**src/rtl/seg_message_scanner_pkg.sv**
```systemverilog
// Shared definitions for the multiplexed 7-segment message scanner.
// Provides the character code set, the fixed message table, the blink FSM
// state type and the segment "off" pattern (active-high, {g,f,e,d,c,b,a}).
package seg_message_scanner_pkg;

   localparam int unsigned CHAR_W    = 5;
   localparam int unsigned SEG_W     = 7;
   localparam int unsigned MSG_ID_W  = 3;
   localparam int unsigned MSG_LEN   = 8;
   localparam int unsigned MSG_COUNT = 8;

   typedef enum logic [CHAR_W-1:0] {
      CH_BLANK = 5'd0,
      CH_0, CH_1, CH_2, CH_3, CH_4, CH_5, CH_6, CH_7, CH_8, CH_9,
      CH_C, CH_E, CH_r, CH_S, CH_A, CH_F, CH_P
   } char_e;

   typedef enum logic {
      BLINK_ON  = 1'b0,
      BLINK_OFF = 1'b1
   } blink_state_e;

   localparam logic [SEG_W-1:0] SEG_OFF = 7'h00;

   // Leftmost character first; only the first NUM_DIGITS entries are shown.
   localparam char_e MSG_TABLE [MSG_COUNT][MSG_LEN] = '{
      '{CH_BLANK, CH_BLANK, CH_BLANK, CH_BLANK, CH_BLANK, CH_BLANK, CH_BLANK, CH_BLANK},
      '{CH_E,     CH_r,     CH_r,     CH_BLANK, CH_BLANK, CH_BLANK, CH_BLANK, CH_BLANK},
      '{CH_C,     CH_E,     CH_0,     CH_BLANK, CH_BLANK, CH_BLANK, CH_BLANK, CH_BLANK},
      '{CH_S,     CH_E,     CH_r,     CH_BLANK, CH_BLANK, CH_BLANK, CH_BLANK, CH_BLANK},
      '{CH_C,     CH_E,     CH_1,     CH_BLANK, CH_BLANK, CH_BLANK, CH_BLANK, CH_BLANK},
      '{CH_S,     CH_A,     CH_F,     CH_E,     CH_BLANK, CH_BLANK, CH_BLANK, CH_BLANK},
      '{CH_A,     CH_P,     CH_2,     CH_0,     CH_BLANK, CH_BLANK, CH_BLANK, CH_BLANK},
      '{CH_9,     CH_8,     CH_7,     CH_6,     CH_5,     CH_4,     CH_3,     CH_2}
   };

endpackage

```
**src/rtl/seg_message_scanner_if.sv**
```systemverilog
// Message request handshake between the machine controller and the scanner.
//   msg_id    : message index into MSG_TABLE (0 = blank)
//   msg_valid : request to display msg_id, held by the requester until accepted
//   msg_ready : scanner can accept a new request this cycle
//   blink_en  : blink the active message (sampled at frame boundaries)
interface seg_message_scanner_if;
   import seg_message_scanner_pkg::*;

   logic [MSG_ID_W-1:0] msg_id;
   logic                msg_valid;
   logic                msg_ready;
   logic                blink_en;

   modport master (output msg_id, output msg_valid, output blink_en, input msg_ready);
   modport slave  (input msg_id, input msg_valid, input blink_en, output msg_ready);
endinterface

```
**src/rtl/seg_message_scanner_char_decode.sv**
```systemverilog
// Combinational character code to active-high segment pattern.
//   char_i  : character code
//   seg_c_o : {g,f,e,d,c,b,a}, 1 = lit; unknown codes decode to blank
module seg_char_decode
   import seg_message_scanner_pkg::*;
(
   input  char_e              char_i,
   output logic [SEG_W-1:0]   seg_c_o
);

   always_comb begin
      seg_c_o = SEG_OFF;
      case (char_i)
         CH_0:    seg_c_o = 7'h3F;
         CH_1:    seg_c_o = 7'h06;
         CH_2:    seg_c_o = 7'h5B;
         CH_3:    seg_c_o = 7'h4F;
         CH_4:    seg_c_o = 7'h66;
         CH_5:    seg_c_o = 7'h6D;
         CH_6:    seg_c_o = 7'h7D;
         CH_7:    seg_c_o = 7'h07;
         CH_8:    seg_c_o = 7'h7F;
         CH_9:    seg_c_o = 7'h6F;
         CH_C:    seg_c_o = 7'h39;
         CH_E:    seg_c_o = 7'h79;
         CH_r:    seg_c_o = 7'h50;
         CH_S:    seg_c_o = 7'h6D;
         CH_A:    seg_c_o = 7'h77;
         CH_F:    seg_c_o = 7'h71;
         CH_P:    seg_c_o = 7'h73;
         default: seg_c_o = SEG_OFF;
      endcase
   end

endmodule

```
**src/rtl/seg_message_scanner.sv**
```systemverilog
// Multiplexed 7-segment scanner for fixed status/error messages.
//   clk, rst_n   : clock, synchronous active-low reset
//   msg_if       : request handshake (slave side) and blink enable
//   seg_o        : {g,f,e,d,c,b,a}, registered, polarity per ACTIVE_LOW
//   dig_sel_o    : one-hot digit enable, bit0 = leftmost, registered
//   frame_tick_o : 1-cycle pulse in the cycle the digit index wraps to 0
module seg_message_scanner
   import seg_message_scanner_pkg::*;
#(
   parameter int unsigned NUM_DIGITS   = 4,
   parameter int unsigned SCAN_DIV     = 50000,
   parameter int unsigned BLANK_CYCLES = 1,
   parameter int unsigned BLINK_FRAMES = 64,
   parameter int unsigned ACTIVE_LOW   = 1
) (
   input  logic                    clk,
   input  logic                    rst_n,
   seg_message_scanner_if.slave    msg_if,
   output logic [SEG_W-1:0]        seg_o,
   output logic [NUM_DIGITS-1:0]   dig_sel_o,
   output logic                    frame_tick_o
);

   localparam int unsigned PSC_W = $clog2(SCAN_DIV);
   localparam int unsigned IDX_W = $clog2(NUM_DIGITS);
   localparam int unsigned FC_W  = $clog2(BLINK_FRAMES + 1);

   localparam logic [SEG_W-1:0]      SEG_IDLE = (ACTIVE_LOW != 0) ? ~SEG_OFF : SEG_OFF;
   localparam logic [NUM_DIGITS-1:0] DIG_IDLE = (ACTIVE_LOW != 0) ? {NUM_DIGITS{1'b1}}
                                                                  : {NUM_DIGITS{1'b0}};

   logic [PSC_W-1:0]      psc_q, psc_d;
   logic [IDX_W-1:0]      idx_q, idx_d;
   logic [MSG_ID_W-1:0]   active_q, active_d;
   logic [MSG_ID_W-1:0]   pend_q, pend_d;
   logic                  ready_q, ready_d;
   logic                  promo_q, promo_d;
   logic [FC_W-1:0]       fc_q, fc_d;
   blink_state_e          blink_q, blink_d;
   logic [SEG_W-1:0]      seg_q, seg_d;
   logic [NUM_DIGITS-1:0] dig_q, dig_d;
   logic                  tick_q, tick_d;

   logic                  psc_wrap_c;
   logic                  frame_wrap_c;
   char_e                 cur_char_c;
   logic [SEG_W-1:0]      seg_raw_c;
   logic [SEG_W-1:0]      seg_hi_c;
   logic [NUM_DIGITS-1:0] dig_hi_c;

   assign cur_char_c = MSG_TABLE[active_q][3'(idx_q)];

   seg_char_decode u_dec (
      .char_i  (cur_char_c),
      .seg_c_o (seg_raw_c)
   );

   // State register
   always_ff @(posedge clk) begin
      if (!rst_n) begin
         psc_q    <= '0;
         idx_q    <= '0;
         active_q <= '0;
         pend_q   <= '0;
         ready_q  <= 1'b1;
         promo_q  <= 1'b0;
         fc_q     <= '0;
         blink_q  <= BLINK_ON;
         seg_q    <= SEG_IDLE;
         dig_q    <= DIG_IDLE;
         tick_q   <= 1'b0;
      end else begin
         psc_q    <= psc_d;
         idx_q    <= idx_d;
         active_q <= active_d;
         pend_q   <= pend_d;
         ready_q  <= ready_d;
         promo_q  <= promo_d;
         fc_q     <= fc_d;
         blink_q  <= blink_d;
         seg_q    <= seg_d;
         dig_q    <= dig_d;
         tick_q   <= tick_d;
      end
   end

   // Scan timing, handshake, blink FSM and output stage
   always_comb begin
      psc_d    = psc_q;
      idx_d    = idx_q;
      active_d = active_q;
      pend_d   = pend_q;
      ready_d  = ready_q;
      promo_d  = 1'b0;
      fc_d     = fc_q;
      blink_d  = blink_q;
      seg_hi_c = SEG_OFF;
      dig_hi_c = '0;

      psc_wrap_c   = (psc_q == PSC_W'(SCAN_DIV - 1));
      frame_wrap_c = psc_wrap_c && (idx_q == IDX_W'(NUM_DIGITS - 1));

      psc_d = psc_wrap_c ? '0 : psc_q + PSC_W'(1);
      if (psc_wrap_c) begin
         idx_d = frame_wrap_c ? '0 : idx_q + IDX_W'(1);
      end

      // ready_q=0 exactly while a request is pending, so accept and promote are exclusive
      if (msg_if.msg_valid && ready_q) begin
         pend_d  = msg_if.msg_id;
         ready_d = 1'b0;
      end
      if (frame_wrap_c && !ready_q) begin
         active_d = pend_q;
         promo_d  = 1'b1;
      end
      if (promo_q) begin
         ready_d = 1'b1;
      end

      // Phase changes only at frame boundaries so a frame is never split
      if (frame_wrap_c) begin
         if (!ready_q || !msg_if.blink_en) begin
            fc_d    = '0;
            blink_d = BLINK_ON;
         end else if (fc_q == FC_W'(BLINK_FRAMES - 1)) begin
            fc_d    = '0;
            blink_d = (blink_q == BLINK_ON) ? BLINK_OFF : BLINK_ON;
         end else begin
            fc_d = fc_q + FC_W'(1);
         end
      end

      if ((psc_q >= PSC_W'(BLANK_CYCLES)) && (blink_q == BLINK_ON)) begin
         seg_hi_c = seg_raw_c;
      end
      dig_hi_c = NUM_DIGITS'(1) << idx_q;

      seg_d  = (ACTIVE_LOW != 0) ? ~seg_hi_c : seg_hi_c;
      dig_d  = (ACTIVE_LOW != 0) ? ~dig_hi_c : dig_hi_c;
      tick_d = frame_wrap_c;
   end

   assign msg_if.msg_ready = ready_q;
   assign seg_o            = seg_q;
   assign dig_sel_o        = dig_q;
   assign frame_tick_o     = tick_q;

endmodule

```
**src/flat_wrapper.sv**
```systemverilog
// flat-port wrapper written by rule: the top's interface ports become plain ports
module seg_message_scanner_flat import seg_message_scanner_pkg::*;
#(
   parameter int unsigned NUM_DIGITS   = 4,
   parameter int unsigned SCAN_DIV     = 50000,
   parameter int unsigned BLANK_CYCLES = 1,
   parameter int unsigned BLINK_FRAMES = 64,
   parameter int unsigned ACTIVE_LOW   = 1
)
  (clk, rst_n, seg_o, dig_sel_o, frame_tick_o, msg_if_msg_id, msg_if_msg_valid, msg_if_blink_en, msg_if_msg_ready);
  seg_message_scanner_if msg_if_i ();
  input  logic clk;
  input  logic rst_n;
  output logic [SEG_W-1:0] seg_o;
  output logic [NUM_DIGITS-1:0] dig_sel_o;
  output logic frame_tick_o;
  input wire logic [$bits(msg_if_i.msg_id)-1:0] msg_if_msg_id;
  input wire logic [$bits(msg_if_i.msg_valid)-1:0] msg_if_msg_valid;
  input wire logic [$bits(msg_if_i.blink_en)-1:0] msg_if_blink_en;
  output wire logic [$bits(msg_if_i.msg_ready)-1:0] msg_if_msg_ready;
  assign msg_if_i.msg_id = msg_if_msg_id;
  assign msg_if_i.msg_valid = msg_if_msg_valid;
  assign msg_if_i.blink_en = msg_if_blink_en;
  assign msg_if_msg_ready = msg_if_i.msg_ready;
  seg_message_scanner #(.NUM_DIGITS(NUM_DIGITS), .SCAN_DIV(SCAN_DIV), .BLANK_CYCLES(BLANK_CYCLES), .BLINK_FRAMES(BLINK_FRAMES), .ACTIVE_LOW(ACTIVE_LOW)) u_core (.clk(clk), .rst_n(rst_n), .msg_if(msg_if_i), .seg_o(seg_o), .dig_sel_o(dig_sel_o), .frame_tick_o(frame_tick_o));
endmodule
```
**config.mk**
```make
export PLATFORM = sky130hd
export DESIGN_NAME = seg_message_scanner_flat
export DESIGN_NICKNAME = d
export VERILOG_FILES = /design/src/rtl/seg_message_scanner_pkg.sv /design/src/rtl/seg_message_scanner_if.sv /design/src/rtl/seg_message_scanner_char_decode.sv /design/src/rtl/seg_message_scanner.sv /design/src/flat_wrapper.sv
export SDC_FILE = /design/constraint.sdc
export NUM_CORES = 1
export LEC_CHECK = 0
export CAP_MARGIN = 20
export CORE_ASPECT_RATIO = 1.4
export CORE_MARGIN = 3
export CORE_UTILIZATION = 30
export DETAILED_ROUTE_END_ITERATION = 12
export GPL_ROUTABILITY_DRIVEN = 0
export REMOVE_ABC_BUFFERS = 1
export SLEW_MARGIN = 20
export SYNTH_ARGS = -nofsm -noshare
export SYNTH_HDL_FRONTEND = slang
export SYNTH_HIERARCHICAL = 1
export SYNTH_SLANG_ARGS = --single-unit
export TNS_END_PERCENT = 30
```
**constraint.sdc**
```tcl
create_clock -name clk -period 3.5 [get_ports clk]
set_clock_uncertainty 0.1 [all_clocks]
set_input_delay 0.35 -clock clk [delete_from_list [all_inputs] [get_ports clk]]
set_output_delay 0.35 -clock clk [all_outputs]
set_load 0.03 [all_outputs]
```
# After elaboration in Yosys (flattened, before gate mapping)
# Memory sizes are Yosys's and may differ from the RTL's.
# Index checks and enable logic that the tools add are counted.
# word_totals
ff_bits	46
rom_bits	544
input_bits	7
out_inout_bits	13
word_cells	53
n_memories	2
# classes
n_addsub	3
magnitude_cmp	3
eq_ne	3
n_shift	1
n_mux	13
bitwise_logic	6
n_reduce_logical	11
# memory_table
name	depth	width	rd	rd_clocked_by_memory_dff	wr	line	source
(no name shown)	8	40	1	0	0	seg_message_scanner.sv:51	assign cur_char_c = MSG_TABLE[active_q][3'(idx_q)];
(no name shown)	32	7	1	0	0	seg_message_scanner_char_decode.sv:13	case (char_i)
# op_table
cell	n
$mux W40	2
$mux W7	3
$add A16 B1 Y16 const B	1
$eq A16 B16 Y1 const B	1
$ge A16 B1 Y1 const B	1
$bmux W5 S3	1
$mux W5	2
$ge A4 B4 Y1 const B	2
$add A7 B1 Y7 const B	1
$eq A7 B6 Y1 const B	1
$not A7 Y7	1
$logic_and A1 B1 Y1	4
$mux W1	4
$not A2 Y4	1
$not A3 Y4	1
$not A4 Y4	1
$reduce_or A2 Y1	2
$shl A1 B2 Y4 const A	1
$add A2 B1 Y2 const B	1
$eq A2 B2 Y1 const B	1
$logic_not A1 Y1	2
$mux W2	1
$not A1 Y1	2
$reduce_and A2 Y1	1
2 further kinds	2

# Longest topological paths before layout
# Gate-level depths: netlist of the first run.
# An unclocked memory read counts as a cell.
# depth
depth_word	10
depth_mapped	12
ltp_nobuf	12

# Modules after synthesis
# The synthesis of the first run kept the hierarchy.
# modules_own_cells
module	instances	cells_per_inst	area_each_um2	seq_area_each_um2
seg_message_scanner	1	254	2202.1	920.9
seg_char_decode	1	47	314.1	0.0

# Worst setup path after synthesis of the first run
# OpenSTA, ideal clock, no wires.
# synth_timing
path_kind	reg-to-reg
start	register u_core.active_q[1]
end	register u_core.seg_q[3] (netlist: u_core/seg_o[3])
setup_ns	0.061
arrival_ns	2.361
required_time_ns	3.339
setup_slack_ns	0.978
path_stages_with_launch	12
path_buffers	1
synth_period_minus_slack_ns	2.522
path_cell_list	dfxtp_1 -> clkbuf_1 -> inv_1 -> ha_1 -> o21ai_0 -> o21ai_0 -> inv_1 -> ha_1 -> or3b_1 -> nand3_1 -> a21oi_1 -> nand2_1
# synth_via
elab_chain_len	10
# synth_lines
item	line	source
start, declared	seg_message_scanner.sv:34	logic [MSG_ID_W-1:0] active_q, active_d;
start signal, assigned	seg_message_scanner.sv:75	active_q <= active_d;
$not A3 Y4 (implied by the code)	seg_message_scanner.sv:51	
$mem_v2 Z8 W40	--	
$mux W40 (implied by the code) (2 in series)	seg_message_scanner.sv:51	
$bmux W5 S3	seg_message_scanner.sv:51	
$mux W5 (implied by the code) (2 in series)	seg_message_scanner.sv:51	
net u_core.cur_char_c[1]	seg_message_scanner.sv:46	char_e cur_char_c;
$mem_v2 Z32 W7	--	
net u_core.seg_raw_c[3]	seg_message_scanner.sv:47	logic [SEG_W-1:0] seg_raw_c;
$mux W7	seg_message_scanner.sv:134	if ((psc_q >= PSC_W'(BLANK_CYCLES)) && (blink_q == BLINK_ON)) begin
$not A7 Y7	seg_message_scanner.sv:139	seg_d = (ACTIVE_LOW != 0) ? ~seg_hi_c : seg_hi_c;
end signal, assigned	seg_message_scanner.sv:81	seg_q <= seg_d;
end, declared	seg_message_scanner.sv:40	logic [SEG_W-1:0] seg_q, seg_d;
# The timed path passes the listed nets, and every way through them passes these cells. The select of a mux whose other input is x is not followed.
# A chain may end at the register's enable or synchronous reset.

# Worst setup path after layout of the first run
# layout_timing
start	register u_core.idx_q[0]
end	register u_core.blink_q
# layout_via
elab_chain_len	3
# layout_lines
item	line	source
start, declared	seg_message_scanner.sv:33	logic [IDX_W-1:0] idx_q, idx_d;
start signal, assigned	seg_message_scanner.sv:74	idx_q <= idx_d;
$eq A2 B2 Y1	seg_message_scanner.sv:101	frame_wrap_c = psc_wrap_c && (idx_q == IDX_W'(NUM_DIGITS - 1));
$logic_and A1 B1 Y1	seg_message_scanner.sv:101	
$reduce_and A2 Y1 (no source line)	--	
end signal, assigned	seg_message_scanner.sv:80	blink_q <= blink_d;
end, declared	seg_message_scanner.sv:39	blink_state_e blink_q, blink_d;
# Every way passes these cells.

==> results of run 1 <==
-- routing by layer --
layer  share of wire [%]  wire (um)  vias to the layer above
li1                    -          -                     1077
met1                  45       2310                      990
met2                  50       2570                       36
met3                 3.1        161                       11
met4                 2.5        130                        0
met5                   0          0                        -
-- cells by family (layout without fill, tap and decap cells) --
family                     count (synthesis)  count (layout)  synth area share [%]
and+or+nand+nor                          135             135                  26.9
AOI/OAI and AO/OA                         46              46                  12.0
DFF                                       46              46                  36.6
buffers and inverters                     30              45                  4.82
adders and majority gates                 19              19                  9.45
xor gates and xnor gates                  14              14                  4.87
muxes                                     11              11                  5.37
-- metrics by stage --
stage | instances | hold slack (ns) | utilization (%) | cell area [um^2]
3_5_place_dp | 408 | 0.299 | 35.1 | 2790
5_1_grt | 416 | 0.352 | 36.3 | 2880
6_report | 416 | 0.315 | 36.3 | 2880
4_1_cts | 416 | 0.318 | 36.3 | 2880
2_1_floorplan | 286 | 0.291 | - | 2450
3_3_place_gp | 408 | 0.293 | 35.1 | 2790
-- cell usage after synthesis (8+ instances only) --
cell       n
mux2i_1    9
inv_1     15
o22ai_1    9
nor2_1    28
o21ai_0    9
ha_1      19
xnor2_1   12
nor3_1     8
dfxtp_1   46
nand2_1   39
nand3_1   13
clkbuf_1   9
-- cell type report --
class	instances	area, um^2
fill	828	5060
multi-input combinational	225	1470
sequential	46	921
timing repair buffer	22	213
tap	100	125
clock buffer	7	86.3
inverter	15	56.3
clock inverter	1	5.00
-- power groups by stage --
| stage | clock, mW | sequential (mW) | combinational, mW |
|---|---|---|---|
| after floorplan | 0 | 0.550 | 0.0208 |
| after global placement | 0 | 0.549 | 0.0469 |
| after detailed placement | 0 | 0.549 | 0.0474 |
| after CTS | 0.348 | 0.537 | 0.0478 |
| after global routing | 0.372 | 0.538 | 0.0531 |
| final | 0.332 | 0.536 | 0.0467 |
-- how the worst min path moves through the flow --
| stage | start | endpoint | slack (ns) | depth (start not counted) |
|---|---|---|---|---|
| 3_3_place_gp | u_core/promo_q | u_core/msg_if.msg_ready | 0.29 | 1 |
| 2_1_floorplan | u_core/promo_q | u_core/msg_if.msg_ready | 0.29 | 1 |
| 6_report | u_core/promo_q | u_core/msg_if.msg_ready | 0.32 | 1 |
| 5_1_grt | u_core/promo_q | u_core/msg_if.msg_ready | 0.35 | 1 |
| 3_5_place_dp | u_core/promo_q | u_core/msg_if.msg_ready | 0.30 | 1 |
| 4_1_cts | u_core/promo_q | u_core/msg_if.msg_ready | 0.32 | 1 |
-- state kept, by name, indices dropped and copies added (netlist names) --
name                     cells
u_core/dig_sel_o             4
u_core/msg_if.msg_ready      1
u_core/blink_q               1
u_core/active_q              3
u_core/seg_o                 7
u_core/pend_q                3
u_core/promo_q               1
u_core/psc_q                16
u_core/idx_q                 2
u_core/frame_tick_o          1
u_core/fc_q                  7
==> results.sh, run 1 <==
export IMPL_status="finished clean"
export IMPL_busiest_layer="met2"
export IMPL_drive_above_1_share_pct=5.06
export IMPL_io_buffer_count=19
export IMPL_synth_top_area_share_pct=36.6
export IMPL_powerDensity_nw_per_um2=318
export IMPL_dieArea_um2=9540
export IMPL_crit_path_end="u_core/blink_q"
export IMPL_drtIter0Drc=98
export IMPL_crit_top_cell="or4_1"
export IMPL_path_buf_inv=0
export IMPL_path_depth=5
export IMPL_via_per_inst=5.08
export IMPL_ios=20
export IMPL_regToRegSetupSlack_ns=0.54
export IMPL_drtPass1Iterations=4
export IMPL_grt_pass1_vias=1996
export IMPL_start_kind="flip-flop"
export IMPL_synth_main_ff_cell="dfxtp_1"
export IMPL_dpl_hpwl_um=3830
export IMPL_worstReg2RegStart="u_core/idx_q[0]"
export IMPL_ff2ff_path_depth=5
export IMPL_clock_tree_buffer_depth=2
export IMPL_final_cell_mix="46 x dfxtp_1, 39 x nand2_1, 28 x nor2_1, 19 x clkdlybuf4s50_1, 19 x ha_1"
export IMPL_cpPeakStageDelay_ns=0.62
export IMPL_path_class="flip-flop to flip-flop"
export IMPL_drc=0
export IMPL_path_cells="ha_1 > or4b_2 > or4_1 > or4_1 > a21boi_1"
export IMPL_fin_crit_ns=2.96
export IMPL_cp_arrival_ns=3.09
export IMPL_clkTransAtPathRegs_ns=0.08
export IMPL_setup_viol=0
export IMPL_slowest_stage="dfxtp_1"
export IMPL_crit_fanout=15
export IMPL_tightestPinTransition_ns=0.765
export IMPL_clkSinkCount=46
export IMPL_cp_required_ns=3.63
export IMPL_cts_tree="yes"
export IMPL_rr_endpoint="u_core/blink_q"
export IMPL_wirelength_um=5170
export IMPL_syn_cell_area_um2=2520
export IMPL_netlist_instances=301
export IMPL_critPathLaunch="u_core/idx_q[0]"
export IMPL_die_x_um=83.4
export IMPL_cts_max_level=2
export IMPL_routed_via_count=2114
export IMPL_use_met2_pct=20.2
export IMPL_clkPwrFrac_pct=36.3
export IMPL_num_nets_final=341
export IMPL_ctsResizeCount=0
export IMPL_seqPwrFrac_pct=58.6
export IMPL_vdd_ir_drop_worst_mv=0.236
export IMPL_wl_per_cell_um=12.4
export IMPL_num_rows=38
export IMPL_synth_cell_types=46
export IMPL_dpl_worst_slack_ns=0.555
export IMPL_p_leak_nw=1.00
export IMPL_met1_usage_pct=13.0
export IMPL_ys_seq_elements=46
export IMPL_cp_top_family="simple AND/OR/NAND/NOR gates"
export IMPL_rsz0062_at_grt="no"
export IMPL_max_slew_margin_pct=48.4
export IMPL_ctsRootBufferMaster="clkbuf_8"
export IMPL_setup_tns_ns=0
export IMPL_met3_usage_pct=2.38
export IMPL_cts_inserted_buffers=5
export IMPL_die_y_um=114
export IMPL_synthArstFlopShare_pct=0
export IMPL_maxSlewViolCount=0
export IMPL_initial_core_util_pct=31.7
export IMPL_max_clock_freq_mhz=338
export IMPL_layout_commonest_cell="dfxtp_1"
export IMPL_internal_power_uw=708
export IMPL_syn_avg_cell_area_um2=8.36
export IMPL_ctsHoldBuffers=0
export IMPL_grt_overflow=0
export IMPL_fp_coreArea_um2=7940
export IMPL_post_cts_setup_buffers=0
export IMPL_grt_pass1_wl_um=9020
export IMPL_power_uw=916
export IMPL_area_growth_pct=14.5
export IMPL_drv_cap=0
export IMPL_antenna_found_initial=0
export IMPL_drtAntennaViolNets=0
export IMPL_hold_viol_final=0
export IMPL_grt_max_degree=19
export IMPL_switchingPower_uw=207
export IMPL_fin_crit_sh_pct=84.7
export IMPL_sw_frac_of_total_pct=22.7
export IMPL_hold_path_class="flip-flop to flip-flop"
export IMPL_synth_area_leaders="dfxtp_1 37%, ha_1 9.4%, nand2_1 5.8%, nor2_1 4.2%, xnor2_1 4.2%"
export IMPL_clock_latency_ns=0.29
export IMPL_ys_seq_area_share_pct=36.6
export IMPL_yosysWarnings=6
export IMPL_combPwrFrac_pct=5.1
export IMPL_track_usage_pct=11.3
export IMPL_synth_edff_count=0
export IMPL_finalWorstSetupSlack_ns=0.537
export IMPL_end_kind="flip-flop"
export IMPL_yosys_area_top_type="dfxtp_1"
export IMPL_antenna_cells=0
(Power assumes the default switching activity.)
==> inputs of run 2 (changes only) <==
==> constraint.sdc (replaced) <==
create_clock -name clk -period 2.66 [get_ports clk]
set_clock_uncertainty 0.1 [all_clocks]
set_input_delay 0.266 -clock clk [delete_from_list [all_inputs] [get_ports clk]]
set_output_delay 0.266 -clock clk [all_outputs]
set_load 0.03 [all_outputs]
==> run 2 against run 1 <==
Effect of this change:
- hold slack better by 0.00062 ns
- worst setup slack lost 0.36 ns
- global-route usage is 0.54 points higher
- power rose by 28%
- wire length up 3.3%
- final area increased by 2.9%
- final cell count grew 2.6%
==> results.sh, run 2 (same netlist as run 1, synthesis figures left out) <==
export IMPL_max_slew_margin_pct=48.0
export IMPL_area_growth_pct=17.8
export IMPL_hold_viol_final=0
export IMPL_cp_required_ns=2.78
export IMPL_worstReg2RegStart="u_core/idx_q[1]"
export IMPL_path_cells="ha_1 > or4b_2 > or4_4 > or4_1 > a21boi_1"
export IMPL_powerDensity_nw_per_um2=396
export IMPL_tightestPinTransition_ns=0.770
export IMPL_rr_endpoint="u_core/blink_q"
export IMPL_initial_core_util_pct=31.7
export IMPL_grt_pass1_vias=2097
export IMPL_setup_viol=0
export IMPL_drv_cap=0
export IMPL_wirelength_um=5340
export IMPL_setup_tns_ns=0
export IMPL_drtPass1Iterations=4
export IMPL_die_x_um=83.4
export IMPL_grt_max_degree=21
export IMPL_path_depth=5
export IMPL_path_buf_inv=0
export IMPL_clkTransAtPathRegs_ns=0.08
export IMPL_antenna_found_initial=0
export IMPL_regToRegSetupSlack_ns=0.18
export IMPL_wl_per_cell_um=12.5
export IMPL_cp_arrival_ns=2.61
export IMPL_ctsHoldBuffers=0
export IMPL_io_buffer_count=19
export IMPL_clock_tree_buffer_depth=2
export IMPL_critPathLaunch="u_core/idx_q[1]"
export IMPL_ios=20
export IMPL_crit_path_end="u_core/blink_q"
export IMPL_rsz0062_at_grt="no"
export IMPL_ff2ff_path_depth=5
export IMPL_cts_tree="yes"
export IMPL_drc=0
export IMPL_p_leak_nw=1.06
export IMPL_start_kind="flip-flop"
export IMPL_layout_commonest_cell="dfxtp_1"
export IMPL_regMostFlops="u_core/psc_q"
export IMPL_clock_latency_ns=0.29
export IMPL_grt_overflow=0
export IMPL_via_per_inst=4.94
export IMPL_num_rows=38
export IMPL_cpPeakStageDelay_ns=0.59
export IMPL_final_util_pct=37.3
export IMPL_cts_max_level=2
export IMPL_dp_cells=418
export IMPL_cts_inserted_buffers=5
export IMPL_dieArea_um2=9540
export IMPL_path_class="flip-flop to flip-flop"
export IMPL_fin_crit_ns=2.48
export IMPL_crit_fanout=5
export IMPL_maxSlewViolCount=0
export IMPL_fp_coreArea_um2=7940
export IMPL_fin_crit_sh_pct=93.3
export IMPL_end_kind="flip-flop"
export IMPL_num_nets_final=353
export IMPL_drtAntennaViolNets=0
export IMPL_final_cell_mix="45 x dfxtp_1, 39 x nand2_1, 28 x nor2_1, 19 x clkdlybuf4s50_1, 19 x ha_1"
export IMPL_hold_path_class="flip-flop to flip-flop"
export IMPL_routed_via_count=2111
export IMPL_track_usage_pct=11.9
export IMPL_antenna_cells=0
export IMPL_drive_above_1_share_pct=9.17
export IMPL_ctsRootBufferMaster="clkbuf_8"
export IMPL_max_clock_freq_mhz=403
export IMPL_grt_pass1_wl_um=9350
export IMPL_vdd_ir_drop_worst_mv=0.249
export IMPL_largest_reg_flops=16
export IMPL_status="finished clean"
export IMPL_cp_top_family="simple AND/OR/NAND/NOR gates"
export IMPL_drtIter0Drc=64
export IMPL_die_y_um=114
export IMPL_dpl_hpwl_um=4010
export IMPL_slowest_stage="or4b_2"
export IMPL_clkSinkCount=46
export IMPL_final_cells=427
## run 2: how the worst min path moves through the flow
stage	from	end	slack, ns	cells past startpoint
after floorplan	rst_n	u_core/dig_sel_o[0]	0.23	1
after detailed placement	u_core/promo_q	u_core/msg_if.msg_ready	0.30	1
after global routing	u_core/promo_q	u_core/msg_if.msg_ready	0.34	1
after global placement	u_core/promo_q	u_core/msg_if.msg_ready	0.30	1
after CTS	u_core/promo_q	u_core/msg_if.msg_ready	0.32	1
final	u_core/promo_q	u_core/msg_if.msg_ready	0.32	1
## run 2: routing by layer
layer | vias up | track usage [%] | wire length [um]
met2 | 32 | 22.6 | 2820
met4 | 0 | 3.49 | 48
met5 | - | 0 | 0
met1 | 984 | 13.2 | 2310
li1 | 1091 | - | -
met3 | 4 | 2.23 | 152
## run 2: power breakdown
group | leakage (nW) | switching, mW | internal [mW] | total, mW
combinational | 0.647 | 0.0359 | 0.0286 | 0.0646
clock | 0.0438 | 0.226 | 0.177 | 0.402
sequential | 0.373 | 0.00988 | 0.696 | 0.706
total | 1.06 | 0.271 | 0.902 | 1.17
## run 2: timing repair
item | 4_1_cts | 5_1_grt
setup endpoints to repair | 0 | 2
resized for setup | 0 | 2
hold endpoints to repair | 0 | 0
buffers inserted | 0 | 2
## run 2: layout make-up
type | instances | area (um^2)
clock buffers | 5 | 68.8
clock inverters | 2 | 10.0
fillers | 840 | 4980
inverters | 15 | 56.3
multi-input cells | 225 | 1480
flip-flops and latches | 46 | 922
well taps | 100 | 125
repair buffers | 34 | 303
## run 2: stage by stage
step | hold WS (ns) | setup WS (ns) | power [mW] | instance area (um^2)
2_1_floorplan | 0.235 | -0.00411 | 0.751 | 2450
3_3_place_gp | 0.299 | 0.182 | 0.788 | 2860
3_5_place_dp | 0.297 | 0.107 | 0.788 | 2860
4_1_cts | 0.318 | 0.0959 | 1.20 | 2940
5_1_grt | 0.343 | 0.0512 | 1.24 | 2960
6_report | 0.316 | 0.177 | 1.17 | 2960
==> inputs of run 3 (changes only) <==
--- a/config.mk
+++ b/config.mk
@@ -7,11 +7,10 @@
 export LEC_CHECK = 0
 export CAP_MARGIN = 20
 export CORE_ASPECT_RATIO = 1.4
-export CORE_MARGIN = 3
 export CORE_UTILIZATION = 30
 export DETAILED_ROUTE_END_ITERATION = 12
 export GPL_ROUTABILITY_DRIVEN = 0
-export REMOVE_ABC_BUFFERS = 1
+export GPL_TIMING_DRIVEN = 0
 export SLEW_MARGIN = 20
 export SYNTH_ARGS = -nofsm -noshare
 export SYNTH_HDL_FRONTEND = slang
==> run 3 against run 2 <==
Effect of this change:
- global-route usage is 1.6 points higher
- register-to-register slack worse by 0.07 ns
- clock power is 56% higher
- die area is 8.1% lower
- utilization is 0.051 points lower
- power is 19% higher
- combinational power is 0.9% higher
- non-clock buffer count is 1 higher
- flip-flop and latch count stayed put
- first-iteration DRC count is 58% higher
- final cell count is 0.94% higher
- clock-buffer cell count is 2 higher
==> results.sh, run 3 (same netlist as run 1, synthesis figures left out) <==
export IMPL_drc=0
export IMPL_num_nets_final=354
export IMPL_clock_tree_buffer_depth=2
export IMPL_dp_cells=422
export IMPL_hold_viol_final=0
export IMPL_hold_end="u_core/msg_if.msg_ready"
export IMPL_drive_above_1_share_pct=9.42
export IMPL_drtAntennaViolNets=0
export IMPL_ctsRootBufferMaster="clkbuf_16"
export IMPL_layout_commonest_cell="dfxtp_1"
export IMPL_final_cells=431
export IMPL_cp_arrival_ns=2.67
export IMPL_wirelength_um=5320
export IMPL_via_per_inst=4.97
export IMPL_final_cell_mix="43 x dfxtp_1, 39 x nand2_1, 28 x nor2_1, 19 x clkdlybuf4s50_1, 18 x ha_1"
export IMPL_max_clock_freq_mhz=391
export IMPL_cts_max_level=2
export IMPL_final_util_pct=37.3
export IMPL_whs_ns=0.315
export IMPL_clkSinkCount=46
export IMPL_maxSlewViolCount=0
export IMPL_ios=20
export IMPL_fin_crit_ns=2.56
export IMPL_cts_tree="yes"
export IMPL_path_class="flip-flop to flip-flop"
export IMPL_ff2ff_path_depth=6
export IMPL_dieArea_um2=8760
export IMPL_cts_inserted_buffers=5
export IMPL_worstReg2RegStart="u_core/idx_q[0]"
export IMPL_hold_path_startpoint="u_core/promo_q"
export IMPL_grt_pass1_vias=2002
export IMPL_largest_reg_flops=16
export IMPL_powerDensity_nw_per_um2=459
export IMPL_antenna_found_initial=0
export IMPL_antenna_cells=0
export IMPL_vdd_ir_drop_worst_mv=0.258
export IMPL_dpl_worst_slack_ns=-0.308
export IMPL_regMostFlops="u_core/psc_q"
export IMPL_synth_nets=327
export IMPL_use_met2_pct=24.9
export IMPL_fp_coreArea_um2=8150
export IMPL_setup_viol=0
export IMPL_grt_max_degree=14
export IMPL_area_growth_pct=20.7
export IMPL_p_leak_nw=1.07
export IMPL_wl_per_cell_um=12.3
export IMPL_die_y_um=110
export IMPL_finalWorstSetupSlack_ns=0.104
export IMPL_dpl_hpwl_um=3890
export IMPL_power_mw=1.39
export IMPL_track_usage_pct=13.5
export IMPL_drtIter0Drc=101
export IMPL_end_kind="flip-flop"
export IMPL_status="finished clean"
export IMPL_met1_usage_pct=14.7
export IMPL_drtPass1Iterations=6
export IMPL_grt_overflow=0
export IMPL_worst_hold_path_num_cells=1
export IMPL_grt_pass1_wl_um=9160
export IMPL_routed_via_count=2142
export IMPL_num_rows=39
export IMPL_rr_endpoint="u_core/blink_q"
export IMPL_io_buffer_count=19
export IMPL_drv_cap=0
export IMPL_crit_fanout=8
export IMPL_regToRegSetupSlack_ns=0.10
export IMPL_clkTransAtPathRegs_ns=0.06
export IMPL_hold_path_class="flip-flop to flip-flop"
export IMPL_start_kind="flip-flop"
export IMPL_die_x_um=79.4
export IMPL_clock_latency_ns=0.28
export IMPL_cp_required_ns=2.77
export IMPL_met3_usage_pct=2.72
export IMPL_busiest_layer="met2"
export IMPL_initial_core_util_pct=30.9
export IMPL_max_slew_margin_pct=44.3
export IMPL_tightestPinTransition_ns=0.825
export IMPL_fin_crit_sh_pct=96.1
run 3: layout make-up:
class                           instances  area (um^2)
Tap cell                              102          128
Fill cell                             848         5110
Multi-Input combinational cell        225         1510
Clock buffer                            7          143
Sequential cell                        46          927
Clock inverter                          1         5.00
Inverter                               15         56.3
Buffer                                 15         68.8
Timing Repair Buffer                   20          198
run 3: where the power goes:
group          switching [mW]  internal [mW]
sequential            0.00700          0.696
clock                   0.254          0.373
combinational          0.0388         0.0264
total                   0.299           1.10
run 3: worst max-delay path by stage:
stage / from / end / slack, ns
floorplan: u_core/active_q[1] / u_core/seg_o[3] / 0.14
global placement: u_core/idx_q[0] / u_core/active_q[1] / -0.25
detailed placement: u_core/active_q[1] / u_core/seg_o[3] / -0.31
CTS: u_core/idx_q[0] / u_core/blink_q / 0.02
global route: u_core/active_q[1] / u_core/seg_o[3] / -0.02
finish: u_core/idx_q[0] / u_core/blink_q / 0.10
run 3: through the flow:
step	setup TNS (ns)	area, um^2
floorplan	0	2520
global placement	-1.70	2830
detailed placement	-1.65	2830
CTS	0	3000
global route	-0.0200	3040
finish	0	3040
run 3: worst max-delay path, stage by stage (launching register included):
cell	delay [ns]
dfxtp_4	0.39
ha_4	0.16
or4b_2	0.57
or4_1	0.42
buf_2	0.18
or4_1	0.50
a21boi_1	0.16
run 3: repair_timing:
item	4_1_cts	5_1_grt
resized for setup	9	9
hold buffers	0	0
setup endpoints to repair	15	22
setup buffers	0	1
run 3: per-layer routing:
layer / part of all wire, % / wire (um)
met2: 52 / 2790
met4: 2.3 / 123
met3: 1.9 / 99
met1: 43 / 2300
met5: 0 / 0
